<file path="src/rtl/cyclic_code_pkg.sv">
`default_nettype none
// ============================================================================
// Module   : cyclic_code_pkg
// Brief    : Shared constants, encoder state type and parity reference
//            function for the (7,4) cyclic Hamming encoder/decoder pair.
// Revision : 1.0 - initial release
// ============================================================================
package cyclic_code_pkg;

  localparam int         CODE_N     = 7;
  localparam int         CODE_K     = 4;
  localparam int         CODE_R     = CODE_N - CODE_K;
  localparam logic [3:0] CODE_GPOLY = 4'b1011;   // x^3 + x + 1

  typedef enum logic [1:0] {
    IDLE   = 2'd0,
    DIVIDE = 2'd1,
    HOLD   = 2'd2
  } enc_state_t;

  // Remainder of x^R * msg(x) divided by g(x); msg[K-1] is the first bit in.
  function automatic logic [CODE_R-1:0] calc_parity(input logic [CODE_K-1:0] msg);
    logic [CODE_R-1:0] rem;
    logic              fb;
    rem = '0;
    for (int i = CODE_K - 1; i >= 0; i--) begin
      fb = msg[i] ^ rem[CODE_R-1];
      for (int j = CODE_R - 1; j > 0; j--) begin
        rem[j] = rem[j-1] ^ (CODE_GPOLY[j] & fb);
      end
      rem[0] = fb;
    end
    return rem;
  endfunction

endpackage : cyclic_code_pkg
`default_nettype wire

</file>
<file path="src/rtl/cyclic_lfsr_div.sv">
`default_nettype none
// ============================================================================
// Module   : cyclic_lfsr_div
// Brief    : Serial GF(2) polynomial divider (Galois LFSR). One message bit
//            per enabled clock; exposes the remainder including the bit being
//            shifted this cycle so the caller can capture it on the last shift.
// Revision : 1.0 - initial release
// ============================================================================
module cyclic_lfsr_div #(
  parameter int         R     = 3,
  parameter logic [R:0] GPOLY = 4'b1011
) (
  input  logic         clk,
  input  logic         rst_n,
  input  logic         clear,
  input  logic         shift,
  input  logic         data_in,
  output logic [R-1:0] parity
);

  logic [R-1:0] lfsr;
  logic [R-1:0] lfsr_next;
  logic         fb;

  assign fb = data_in ^ lfsr[R-1];

  // Next remainder: feedback enters at x^0 and is folded into each tap of g(x).
  always_comb begin
    lfsr_next    = '0;
    lfsr_next[0] = fb;
    for (int i = 1; i < R; i++) begin
      lfsr_next[i] = lfsr[i-1] ^ (GPOLY[i] & fb);
    end
  end

  // Remainder register: cleared when a new message is accepted, shifts while dividing.
  always_ff @(posedge clk or negedge rst_n) begin
    if (!rst_n) begin
      lfsr <= '0;
    end else if (clear) begin
      lfsr <= '0;
    end else if (shift) begin
      lfsr <= lfsr_next;
    end
  end

  assign parity = lfsr_next;

endmodule : cyclic_lfsr_div
`default_nettype wire

</file>
<file path="src/rtl/cyclic_encoder_7_4.sv">
`default_nettype none
// ============================================================================
// Module   : cyclic_encoder_7_4
// Brief    : Systematic (7,4) cyclic Hamming encoder, g(x) = x^3 + x + 1.
//            Accepts a message over valid/ready, divides x^3*m(x) serially,
//            and presents {msg, parity} over valid/ready.
// Revision : 1.0 - initial release
// ============================================================================
module cyclic_encoder_7_4
  import cyclic_code_pkg::*;
#(
  parameter int           N     = CODE_N,
  parameter int           K     = CODE_K,
  parameter logic [N-K:0] GPOLY = CODE_GPOLY
) (
  input  logic         clk,
  input  logic         rst_n,
  input  logic         msg_valid,
  output logic         msg_ready,
  input  logic [K-1:0] msg_data,
  output logic         cw_valid,
  input  logic         cw_ready,
  output logic [N-1:0] cw_data,
  output logic         busy
);

  localparam int R  = N - K;
  localparam int CW = (K > 1) ? $clog2(K) : 1;

  localparam logic [1:0] ST_IDLE   = IDLE;
  localparam logic [1:0] ST_DIVIDE = DIVIDE;
  localparam logic [1:0] ST_HOLD   = HOLD;

  logic [1:0]    state;
  logic [CW-1:0] bit_cnt;
  logic [K-1:0]  msg_reg;
  logic [R-1:0]  parity;
  logic          accept;
  logic          dividing;
  logic          last_shift;
  logic          msg_bit;

  assign accept     = (state == ST_IDLE) && msg_valid;
  assign dividing   = (state == ST_DIVIDE);
  assign last_shift = dividing && (bit_cnt == '0);
  assign msg_bit    = msg_reg[bit_cnt];

  assign msg_ready  = (state == ST_IDLE);
  assign cw_valid   = (state == ST_HOLD);
  assign busy       = (state == ST_DIVIDE) || (state == ST_HOLD);

  cyclic_lfsr_div #(
    .R     (R),
    .GPOLY (GPOLY)
  ) u_lfsr_div (
    .clk     (clk),
    .rst_n   (rst_n),
    .clear   (accept),
    .shift   (dividing),
    .data_in (msg_bit),
    .parity  (parity)
  );

  // Control FSM: latch message, walk the bit counter MSB first, hold the codeword until taken.
  always_ff @(posedge clk or negedge rst_n) begin
    if (!rst_n) begin
      state   <= ST_IDLE;
      bit_cnt <= '0;
      msg_reg <= '0;
      cw_data <= '0;
    end else begin
      case (state)
        ST_IDLE: begin
          if (msg_valid) begin
            msg_reg <= msg_data;
            bit_cnt <= CW'(K - 1);
            state   <= ST_DIVIDE;
          end
        end
        ST_DIVIDE: begin
          if (last_shift) begin
            // Parity seen here already includes the final shift.
            cw_data <= {msg_reg, parity};
            state   <= ST_HOLD;
          end else begin
            bit_cnt <= bit_cnt - 1'b1;
          end
        end
        ST_HOLD: begin
          if (cw_ready) begin
            state <= ST_IDLE;
          end
        end
        default: begin
          state <= ST_IDLE;
        end
      endcase
    end
  end

endmodule : cyclic_encoder_7_4
`default_nettype wire

</file>
<file path="config.mk">
export PLATFORM = sky130hd
export DESIGN_NAME = cyclic_encoder_7_4
export DESIGN_NICKNAME = d
export VERILOG_FILES = /design/src/rtl/cyclic_code_pkg.sv /design/src/rtl/cyclic_lfsr_div.sv /design/src/rtl/cyclic_encoder_7_4.sv
export SDC_FILE = /design/constraint.sdc
export NUM_CORES = 1
export LEC_CHECK = 0
export CORE_MARGIN = 5
export CORE_UTILIZATION = 52
export CTS_BUF_LIST = sky130_fd_sc_hd__clkbuf_16
export CTS_CLUSTER_DIAMETER = 150
export DETAILED_ROUTE_END_ITERATION = 7
export GPL_TIMING_DRIVEN = 0
export PLACE_DENSITY = 0.93
export SYNTH_ARGS = -nofsm -noshare
export SYNTH_HDL_FRONTEND = slang
export SYNTH_SLANG_ARGS = --single-unit
</file>
<file path="constraint.sdc">
create_clock -name clk -period 3.6 [get_ports clk]
set_input_delay 0.72 -clock clk [delete_from_list [all_inputs] [get_ports clk]]
set_output_delay 0.72 -clock clk [all_outputs]
set_load 0.05 [all_outputs]
</file>
# Word level (Yosys, flattened, before mapping)
# Cells that the tools add are included.
[totals] out_inout_bits=10 inputBits=8 ff_bits=18
[op_classes] n_eq_ne=6 reduce_logical=11 n_addsub=1 bitwise_logic=2 mux=11 n_lt_le_gt_ge=1
[ops] operator="two-way mux 2 bit" count=5
[ops] operator="two-way mux 3 bit" count=2
[ops] operator="case mux 2 bit (3 select lines)" count=1
[ops] operator="AND reduction 3 bit" count=2
[ops] operator="logical NOT 2 bit" count=2
[ops] operator="!= test 2 x 1 -> 1 bit, second input constant" count=2
[ops] operator="!= test 2 bit, second input constant" count=2
[ops] operator="case mux 2 bit (2 select lines)" count=1
[ops] operator="AND reduction 2 bit" count=2
[ops] operator="nonzero test 2 bit" count=2
[ops] operator="less-than comparator 2 x 3 -> 1 bit, second input constant" count=1
[ops] operator="binary-select mux 1 bit (select 2 bit)" count=1
[ops] operator="equality test 2 x 1 -> 1 bit, second input constant" count=1
[ops] operator="equality test 2 bit, second input constant" count=1
[ops] operator="logical AND 1 bit" count=2
[ops] operator="subtractor 2 x 1 -> 2 bit, second input constant" count=1
[ops] operator="XOR 1 bit" count=2
[ops] operator="logical OR 1 bit" count=1
[ops] operator="two-way mux 1 bit" count=1

# Depth between registers and ports, before layout
# Gate-level depths: netlist of run 1.
[logic_depth] word_depth=6 mapped_depth=6

# Cells and area by module
# From an unflattened synthesis of run 1, not the netlist that was laid out.
[unflattened] cells_unflattened=69 area_unflattened_um2=924.6
[modules_own_cells] mod="cyclic_encoder_7_4" seq_area_each_um2=375.4 cells_per_inst=56 instances=1 area_per_inst_um2=759.5
[modules_own_cells] mod="cyclic_lfsr_div" seq_area_each_um2=75.1 cells_per_inst=13 instances=1 area_per_inst_um2=165.2

# Least setup slack after synthesis of run 1
# Ideal clock, no wire load.
[synth_timing] path_kind="register to output" start="register state[0]" end="output msg_ready" t_arrival_ps=1040 path_slack_ps=1840 path_stages_with_launch=3 t_required_ps=2880 path_cell_list="dfrtp_1 -> inv_1 -> ha_1"
[synth_between] elab_chain_cells=1
[synth_rtl] element="start, declared" line_no="cyclic_encoder_7_4.sv:34" rtl="logic [1:0] state;"
[synth_rtl] element="start signal, assigned" line_no="cyclic_encoder_7_4.sv:67" rtl="state <= ST_IDLE;"
[synth_rtl] element="start signal, assigned" line_no="cyclic_encoder_7_4.sv:77" rtl="state <= ST_DIVIDE;"
[synth_rtl] element="start signal, assigned" line_no="cyclic_encoder_7_4.sv:84" rtl="state <= ST_HOLD;"
[synth_rtl] element="logical NOT 2 bit" line_no="cyclic_encoder_7_4.sv:48" rtl="assign msg_ready = (state == ST_IDLE);"
[synth_rtl] element="end, declared" line_no="cyclic_encoder_7_4.sv:19" rtl="output logic msg_ready,"
# Every way passes these cells.

# Final worst setup path of run 1
# Ends and elaborated chain as after synthesis.

==> impl_metrics.csv, run 1 <==
group,metric,value,unit
layout,antenna_cells,0,
floorplan,top_level_ports,18,
pwr,leakagePower,0.000520,uW
placed_design,place_area,1060,um^2
routing,drt_iter0_drc,3,
critical_path,critPathKind,"flop to primary output",
layout,multi_input_area,385,um^2
yosys,synth_nets,85,
sta,setup_viol,0,
layout,synthToLayoutAreaGrowth,30.6,%
sta,setup_ws,0.900,ns
floorplan,core,1540,um^2
run,drv_cap,0,
pwr,p_clk_share,16.8,%
clock_tree,cts_buffers,3,
sta,timing_hold_violations_final,0,
critical_path,cp_max_fo,9,
sta,rsz0062_at_grt,"no",
clock_tree,cts_hold_buf,0,
routing,viasPerCell,5.56,
global_route,antenna_found_initial,0,
critical_path,reg2reg_from,"state[0]",
floorplan,start_util,56.2,%
clock_tree,worstSkewPairLatency,0.24,ns
floorplan,fp.dieW,50.8,um
min_path,min-delay-path-class,"flop to flop",
pwr,swShare,43.2,%
global_route,grt_max_degree,19,
routing,drcViolationCount,0,
global_route,grt_pass1_wl,3.04,mm
critical_path,cp_data_required_time,2.88,ns
min_path,hold_depth,2,
pwr,peakVddDrop,0.659,mV
layout,finalInstanceArea,1130,um^2
sta,tightest_slew,0.800,ns
floorplan,floorplan.die_area,2580,um^2
sta,fin_crit,2.70,ns
sta,tns,0,ns
placed_design,dp_hpwl,1.16,mm
sta,relSlewSlack,46.5,%
critical_path,cp-start-kind,"flop",
sta,max_freq,370,MHz
yosys,yosysWarnings,0,
critical_path,reg2regPathDepth,4,
global_route,grt_usage,15.4,%
layout,fin_util,73.4,%
clock_tree,cts_tree,"done",
yosys,syn_inst,72,
layout,largest_reg_flops,7,
layout,drive_above_1_share,16.3,%
clock_tree,clk_pin_slew,0.05,ns
clock_tree,cts_root_buf,"clkbuf_16",
yosys,synth_cell_types,22,
clock_tree,ctsResizeCount,0,
pwr,seq_power_share,29.1,%
routing,drt-total-wl,1.76,mm
layout,final_cell_mix,"18 x dfrtp_1, 17 x clkdlybuf4s50_1, 9 x mux2_2, 7 x inv_1, 7 x nand2_1",
sta,whs,0.487,ns
floorplan,rows,14,
critical_path,reg2reg_slack,1.99,ns
pwr,p_sw,548,uW
min_path,whs_endpoint,"cw_data[1]",
layout,nets,107,
critical_path,rr_endpoint,"state[1]",
pwr,power_density,1120,nW/um^2
sta,period_share,75.0,%
yosys,synth_seq_area_share,52.0,%
routing,avgRoutedWirePerCell,16.3,um
yosys,ys_ff_latch,18,
routing,ant_nets,0,
global_route,grt_pass1_vias,660,
sta,drv_slew,0,
layout,num-fill-cells,125,
clock_tree,cts_setup_buffers,0,
critical_path,cp.arrival,1.98,ns
yosys,avgSynthCellArea,12.0,um^2
clock_tree,clk_path_buf_depth,2,
min_path,min-delay-start,"cw_data[1]",
pwr,p_int,720,uW
yosys,netlist_area,866,um^2
pwr,combPwrFrac,54.0,%
sta,fin_worst_skew,0.00306,ns
clock_tree,clock-sinks,18,
clock_tree,htreeDepth,1,
layout,layout_commonest_cell,"dfrtp_1",
layout,register_area,450,um^2
global_route,grt-ovfl-total,0,
routing,dr.pass1.iters,4,
placed_design,place.gp.congestion,0.779,
routing,via_count,601,
floorplan,die_h,50.8,um
placed_design,dp_slack,1.17,ns
placed_design,io_buffers,17,
critical_path,crit_path_end_kind,"primary output",
outcome,status,"finished, final reports clean",
[critical path: stages, from the launching register on]
cell and delay [ns]:
dfrtp_1 0.40, inv_1 0.11, ha_1 0.36, clkdlybuf4s50_1 0.87
[stage by stage]
stage | power (uW) | cells
after floorplan | 870 | 72
after global placement | 1020 | 105
after detailed placement | 1050 | 105
after CTS | 1280 | 108
after global routing | 1350 | 108
final | 1270 | 108
[power by group through the flow]
stage | Sequential, uW | Combinational [uW] | Clock [uW]
2_1_floorplan | 485 | 384 | 0
3_3_place_gp | 364 | 661 | 0
3_5_place_dp | 369 | 682 | 0
4_1_cts | 371 | 694 | 220
5_1_grt | 383 | 733 | 231
6_report | 369 | 685 | 214
[Yosys cell counts]
library cell / instances / area share (%)
inv_1: 7 / 3.0
clkbuf_1: 1 / 0.43
nand2_1: 7 / 3.0
mux2_2: 9 / 12
nor2_1: 2 / 0.87
o21ai_0: 5 / 2.9
o21ai_1: 2 / 1.2
nand2b_1: 1 / 0.72
a221oi_1: 1 / 1.0
xor2_1: 1 / 1.0
a21oi_1: 3 / 1.7
a22oi_1: 1 / 0.87
and3b_1: 1 / 1.0
ha_1: 5 / 7.2
mux2i_1: 1 / 1.2
a222oi_1: 1 / 1.2
xnor2_4: 1 / 3.2
nor3_2: 1 / 1.2
mux4_2: 1 / 2.6
nand3_1: 2 / 1.2
o31ai_1: 1 / 0.87
dfrtp_1: 18 / 52
[how the worst max path moves through the flow]
stage              from        end  cells after the start
6_report       state[0]  msg_ready                      3
5_1_grt        state[1]  msg_ready                      3
4_1_cts        state[0]  msg_ready                      3
3_5_place_dp   state[0]  msg_ready                      3
3_3_place_gp   state[0]  msg_ready                      3
2_1_floorplan  state[0]  msg_ready                      2
[per-layer routing]
layer | up-vias | global-route usage [%] | part of all wire [%]
li1 | 292 | - | -
met1 | 293 | 20.1 | 43
met2 | 14 | 24.8 | 52
met3 | 2 | 3.55 | 4.1
met4 | 0 | 5.53 | 1.2
met5 | - | 0 | 0
[layout make-up]
cell class	count	area share, %
flip-flops and latches	18	39.8
clock buffers	3	6.64
repair buffers	17	15.0
multi-input cells	46	34.1
inverters	7	2.32
plain buffers	1	0.332
well taps	16	1.77
[logic make-up (layout without fill, tap and decap cells)]
| group | after synthesis | in the layout | synth area share [%] |
|---|---|---|---|
| buffers and inverters | 8 | 28 | 3.47 |
| AND/OR/NAND/NOR | 14 | 14 | 7.95 |
| multiplexers | 11 | 11 | 15.5 |
| adder cells (fa/ha/maj) | 5 | 5 | 7.23 |
| AO/OA/AOI/OAI | 14 | 14 | 9.68 |
| flip-flops | 18 | 18 | 52.0 |
| XOR/XNOR | 2 | 2 | 4.19 |
(Power assumes the default switching activity.)
==> run 2, diff against run 1 <==
CORE_UTILIZATION = 44   (was 52)
PLACE_DENSITY = 0.85   (was 0.93)
clock period = 2.25 ns   (was 3.6 ns; I/O delays follow)
==> impl_metrics.csv, run 2 (synthesis results as in run 1) <==
group,metric,value,unit
clock_tree,worstSkewPairLatency,0.25,ns
critical_path,reg2reg_from,"bit_cnt[0]",
placed_design,place.gp.congestion,0.772,
layout,register_area,450,um^2
clock_tree,htreeDepth,1,
layout,antenna_cells,0,
floorplan,start_util,45.1,%
layout,synthToLayoutAreaGrowth,32.4,%
sta,fin_worst_skew,0.00311,ns
sta,timing_hold_violations_final,0,
floorplan,rows,16,
pwr,peakVddDrop,1.05,mV
placed_design,io_buffers,17,
global_route,antenna_found_initial,0,
critical_path,startpoint,"state[0]",
clock_tree,clock-sinks,18,
run,drv_cap,0,
global_route,grt_pass1_vias,634,
routing,ant_nets,0,
floorplan,top_level_ports,18,
min_path,min-delay-path-class,"flop to flop",
layout,num-fill-cells,168,
clock_tree,cts_buffers,3,
global_route,grt_usage,13.7,%
min_path,min-delay-start,"cw_data[0]",
critical_path,cp-start-kind,"flop",
floorplan,die_h,54.4,um
layout,layout_commonest_cell,"dfrtp_1",
sta,tightest_slew,0.789,ns
sta,setup_viol,0,
global_route,grt-ovfl-total,0,
routing,via_count,615,
layout,nets,107,
global_route,grt_max_degree,19,
critical_path,reg2regPathDepth,4,
layout,final_cell_mix,"18 x dfrtp_1, 15 x clkdlybuf4s50_1, 9 x mux2_2, 7 x inv_1, 7 x nand2_1",
sta,rsz0062_at_grt,"no",
sta,fin_crit,2.17,ns
clock_tree,cts_root_buf,"clkbuf_16",
critical_path,cp.arrival,1.72,ns
sta,max_freq,460,MHz
pwr,leakagePower,0.000532,uW
floorplan,fp.dieW,54.4,um
sta,period_share,96.6,%
critical_path,cp_max_fo,3,
clock_tree,cts_hold_buf,0,
layout,largest_reg_flops,7,
layout,drive_above_1_share,16.3,%
routing,drt_iter0_drc,18,
routing,dr.pass1.iters,4,
clock_tree,cts_tree,"done",
critical_path,cp-endpoint,"cw_valid",
placed_design,dp_slack,0.115,ns
global_route,grt_pass1_wl,2.70,mm
sta,setup_ws,0.0760,ns
critical_path,reg2reg_slack,0.69,ns
placed_design,dp_hpwl,1.17,mm
sta,tns,0,ns
floorplan,core,1920,um^2
sta,relSlewSlack,47.2,%
routing,avgRoutedWirePerCell,13.7,um
routing,viasPerCell,5.17,
clock_tree,clk_path_buf_depth,2,
critical_path,critPathKind,"flop to primary output",
critical_path,crit_path_end_kind,"primary output",
floorplan,floorplan.die_area,2960,um^2
critical_path,rr_endpoint,"u_lfsr_div.lfsr[1]",
pwr,power_density,1750,nW/um^2
outcome,status,"finished, final reports clean",
layout,multi_input_area,385,um^2
routing,drcViolationCount,0,
routing,drt-total-wl,1.63,mm
clock_tree,clk_pin_slew,0.05,ns
sta,drv_slew,0,
critical_path,cp_data_required_time,1.80,ns
==> run 2: cell count changes in the layout (fill, tap and decap cells not counted) <==
cell,change
clkdlybuf4s50_1,-2
dlygate4sd2_1,+1
dlymetal6s2s_1,+1
==> run 2: how the worst min path moves through the flow <==
stage	endpoint	slack, ns	depth (start not counted)
6_report	cw_data[0]	0.48	2
4_1_cts	cw_data[0]	0.49	2
3_3_place_gp	cw_data[0]	0.47	2
3_5_place_dp	cw_data[0]	0.48	2
5_1_grt	cw_data[0]	0.52	2
2_1_floorplan	bit_cnt[0]	0.15	0
==> run 2: what timing repair did <==
item	CTS	global route
endpoints found under the hold margin	0	0
pin swaps	0	0
setup endpoints to repair	1	1
gates resized for setup	1	1
buffers inserted	0	0
==> run 2: stage by stage <==
step | cells | power [uW] | hold WS [ns] | utilization [%] | area [um^2]
global placement | 116 | 1640 | 0.466 | 55.7 | 1070
global route | 119 | 2130 | 0.521 | 59.6 | 1150
floorplan | 72 | 1390 | 0.154 | - | 866
detailed placement | 116 | 1680 | 0.478 | 55.7 | 1070
finish | 119 | 2010 | 0.479 | 59.6 | 1150
CTS | 119 | 2030 | 0.490 | 59.5 | 1140
==> run 2: metal layers <==
layer	vias to the layer above	part of all wire [%]	global-route usage, %
met5	-	0	0
met4	0	5.0	12.4
met3	7	4.4	2.72
met2	21	51	23.9
met1	292	39	13.4
li1	295	-	-
==> run 2: final cells by class <==
type                    count  area share, %
plain buffers               1          0.328
repair buffers             17           15.0
inverters                   7           2.29
multi-input cells          46           33.6
clock buffers               3           6.55
well taps                  27           2.95
flip-flops and latches     18           39.3
==> run 2: critical path: stages (launching register included) <==
cell	delay [ns]
dfrtp_1	0.39
inv_1	0.10
ha_1	0.18
clkdlybuf4s50_1	0.80
==> run 2: power by group <==
group	total (uW)	switching, uW	internal [uW]
combinational	1070	643	431
clock	341	108	233
sequential	591	113	478
==> run 3, diff against run 2 <==
CORE_MARGIN = not set   (was 5)
PLACE_DENSITY = not set   (was 0.85)
PLACE_DENSITY_LB_ADDON = 0.25   (was not set)
SLEW_MARGIN = 40   (was not set)
==> impl_metrics.csv, run 3 (synthesis results as in run 1) <==
group,metric,value,unit
min_path,min-delay-path-class,"input port to asynchronous set/reset pin",
sta,setup_viol,0,
run,drv_cap,0,
floorplan,start_util,48.6,%
sta,fin_crit,2.10,ns
sta,tightest_slew,0.502,ns
routing,drt-total-wl,1.42,mm
layout,drive_above_1_share,17.2,%
layout,synthToLayoutAreaGrowth,32.2,%
critical_path,crit_chain,"inv_1, ha_1, dlygate4sd2_1",
critical_path,cp.arrival,1.65,ns
clock_tree,htreeDepth,1,
routing,via_count,587,
layout,fin_util,64.2,%
routing,drcViolationCount,0,
global_route,grt_pass1_wl,2.46,mm
sta,timing_hold_violations_final,0,
placed_design,io_buffers,17,
floorplan,die_h,46.4,um
floorplan,core,1780,um^2
clock_tree,clk_path_buf_depth,2,
critical_path,cp_max_fo,9,
clock_tree,worstSkewPairLatency,0.25,ns
sta,period_share,93.5,%
global_route,grt_usage,17.0,%
routing,avgRoutedWirePerCell,12.0,um
floorplan,top_level_ports,18,
routing,drt_iter0_drc,9,
sta,max_freq,475,MHz
clock_tree,cts_hold_buf,0,
sta,rsz0062_at_grt,"no",
placed_design,dp_hpwl,1.02,mm
layout,num-fill-cells,146,
outcome,status,"finished, final reports clean",
critical_path,cp_slowest_cell,"dlygate4sd2_1",
critical_path,critPathKind,"flop to primary output",
global_route,grt-ovfl-total,0,
floorplan,floorplan.die_area,2150,um^2
routing,viasPerCell,4.97,
layout,layout_commonest_cell,"dfrtp_1",
layout,largest_reg_flops,7,
sta,tns,0,ns
global_route,grt_pass1_vias,540,
placed_design,place.gp.congestion,0.824,
routing,dr.pass1.iters,4,
layout,nets,107,
clock_tree,clock-sinks,18,
global_route,grt_max_degree,19,
critical_path,cp-start-kind,"flop",
layout,antenna_cells,0,
critical_path,crit_path_end_kind,"primary output",
routing,ant_nets,0,
critical_path,max_stage_delay,0.57,ns
global_route,antenna_found_initial,0,
sta,drv_slew,0,
floorplan,rows,15,
critical_path,cp_data_required_time,1.80,ns
sta,relSlewSlack,66.5,%
sta,fin_worst_skew,0.00719,ns
clock_tree,clk_pin_slew,0.05,ns
layout,final_cell_mix,"18 x dfrtp_1, 13 x clkdlybuf4s50_1, 9 x mux2_2, 7 x inv_1, 7 x nand2_1",
clock_tree,cts_root_buf,"clkbuf_16",
clock_tree,cts_tree,"done",
floorplan,fp.dieW,46.4,um
clock_tree,cts_buffers,3,
## run 3: cell count changes in the layout (fill, tap and decap cells not counted)
| cell | change |
|---|---|
| clkinv_1 | +1 |
| buf_2 | +1 |
| dlymetal6s2s_1 | +1 |
| clkdlybuf4s50_1 | -2 |
## run 3: path summary, 6_finish.rpt
kind | cells after the start | start | end | slack (ns)
setup / recovery | 3 | state[0] | msg_ready | 0.15
hold / removal | 1 | rst_n | cw_data[3] | 0.13
setup reg to reg | 4 | state[0] | state[1] | 0.67
hold reg to reg | 2 | cw_data[1] | cw_data[1] | 0.48
max in group asynchronous | 1 | rst_n | msg_reg[0] | 1.83
min in group clk | 2 | cw_data[1] | cw_data[1] | 0.48
## run 3: repair_timing
item | CTS | global route
gates cloned | 0 | 0
setup buffers | 0 | 0
resized for setup | 1 | 2
setup endpoints to repair | 1 | 2
## run 3: per-stage QoR
step	setup slack [ns]	instances	hold WS, ns	instance area (um^2)
4_1_cts	0.0190	118	0.487	1140
2_1_floorplan	0.520	72	0.154	866
6_report	0.146	118	0.128	1140
3_3_place_gp	0.113	114	0.466	1070
5_1_grt	0.0504	118	0.158	1140
3_5_place_dp	0.120	114	0.475	1070
## run 3: metal layers
metal / up-vias / GRT usage [%] / wire [um]
li1: 294 / - / -
met3: 4 / 4.71 / 65
met4: 0 / 10.6 / 28
met2: 16 / 24.7 / 687
met5: - / 0 / 0
met1: 273 / 22.0 / 635
## run 3: layout make-up
cell class                 count  area [um^2]  share of cell area (%)
buffer                         1         3.75                   0.328
clock buffer                   3         75.1                    6.56
clock inverter                 1         3.75                   0.328
inverter                       7         26.3                    2.30
multi-input combinational     46          385                    33.7
sequential                    18          450                    39.3
tap                           25         31.3                    2.73
timing repair buffer          17          169                    14.8
## run 3: critical path, delay by kind of cell, from the launching register on
family	cells	cell delay, ns
adders and majority gates	1	0.33
DFF	1	0.40
buffers and inverters	2	0.68
Power of run 3 is not shown: default switching activity piles up to over one toggle a cycle in this logic, so the estimate is an artifact.
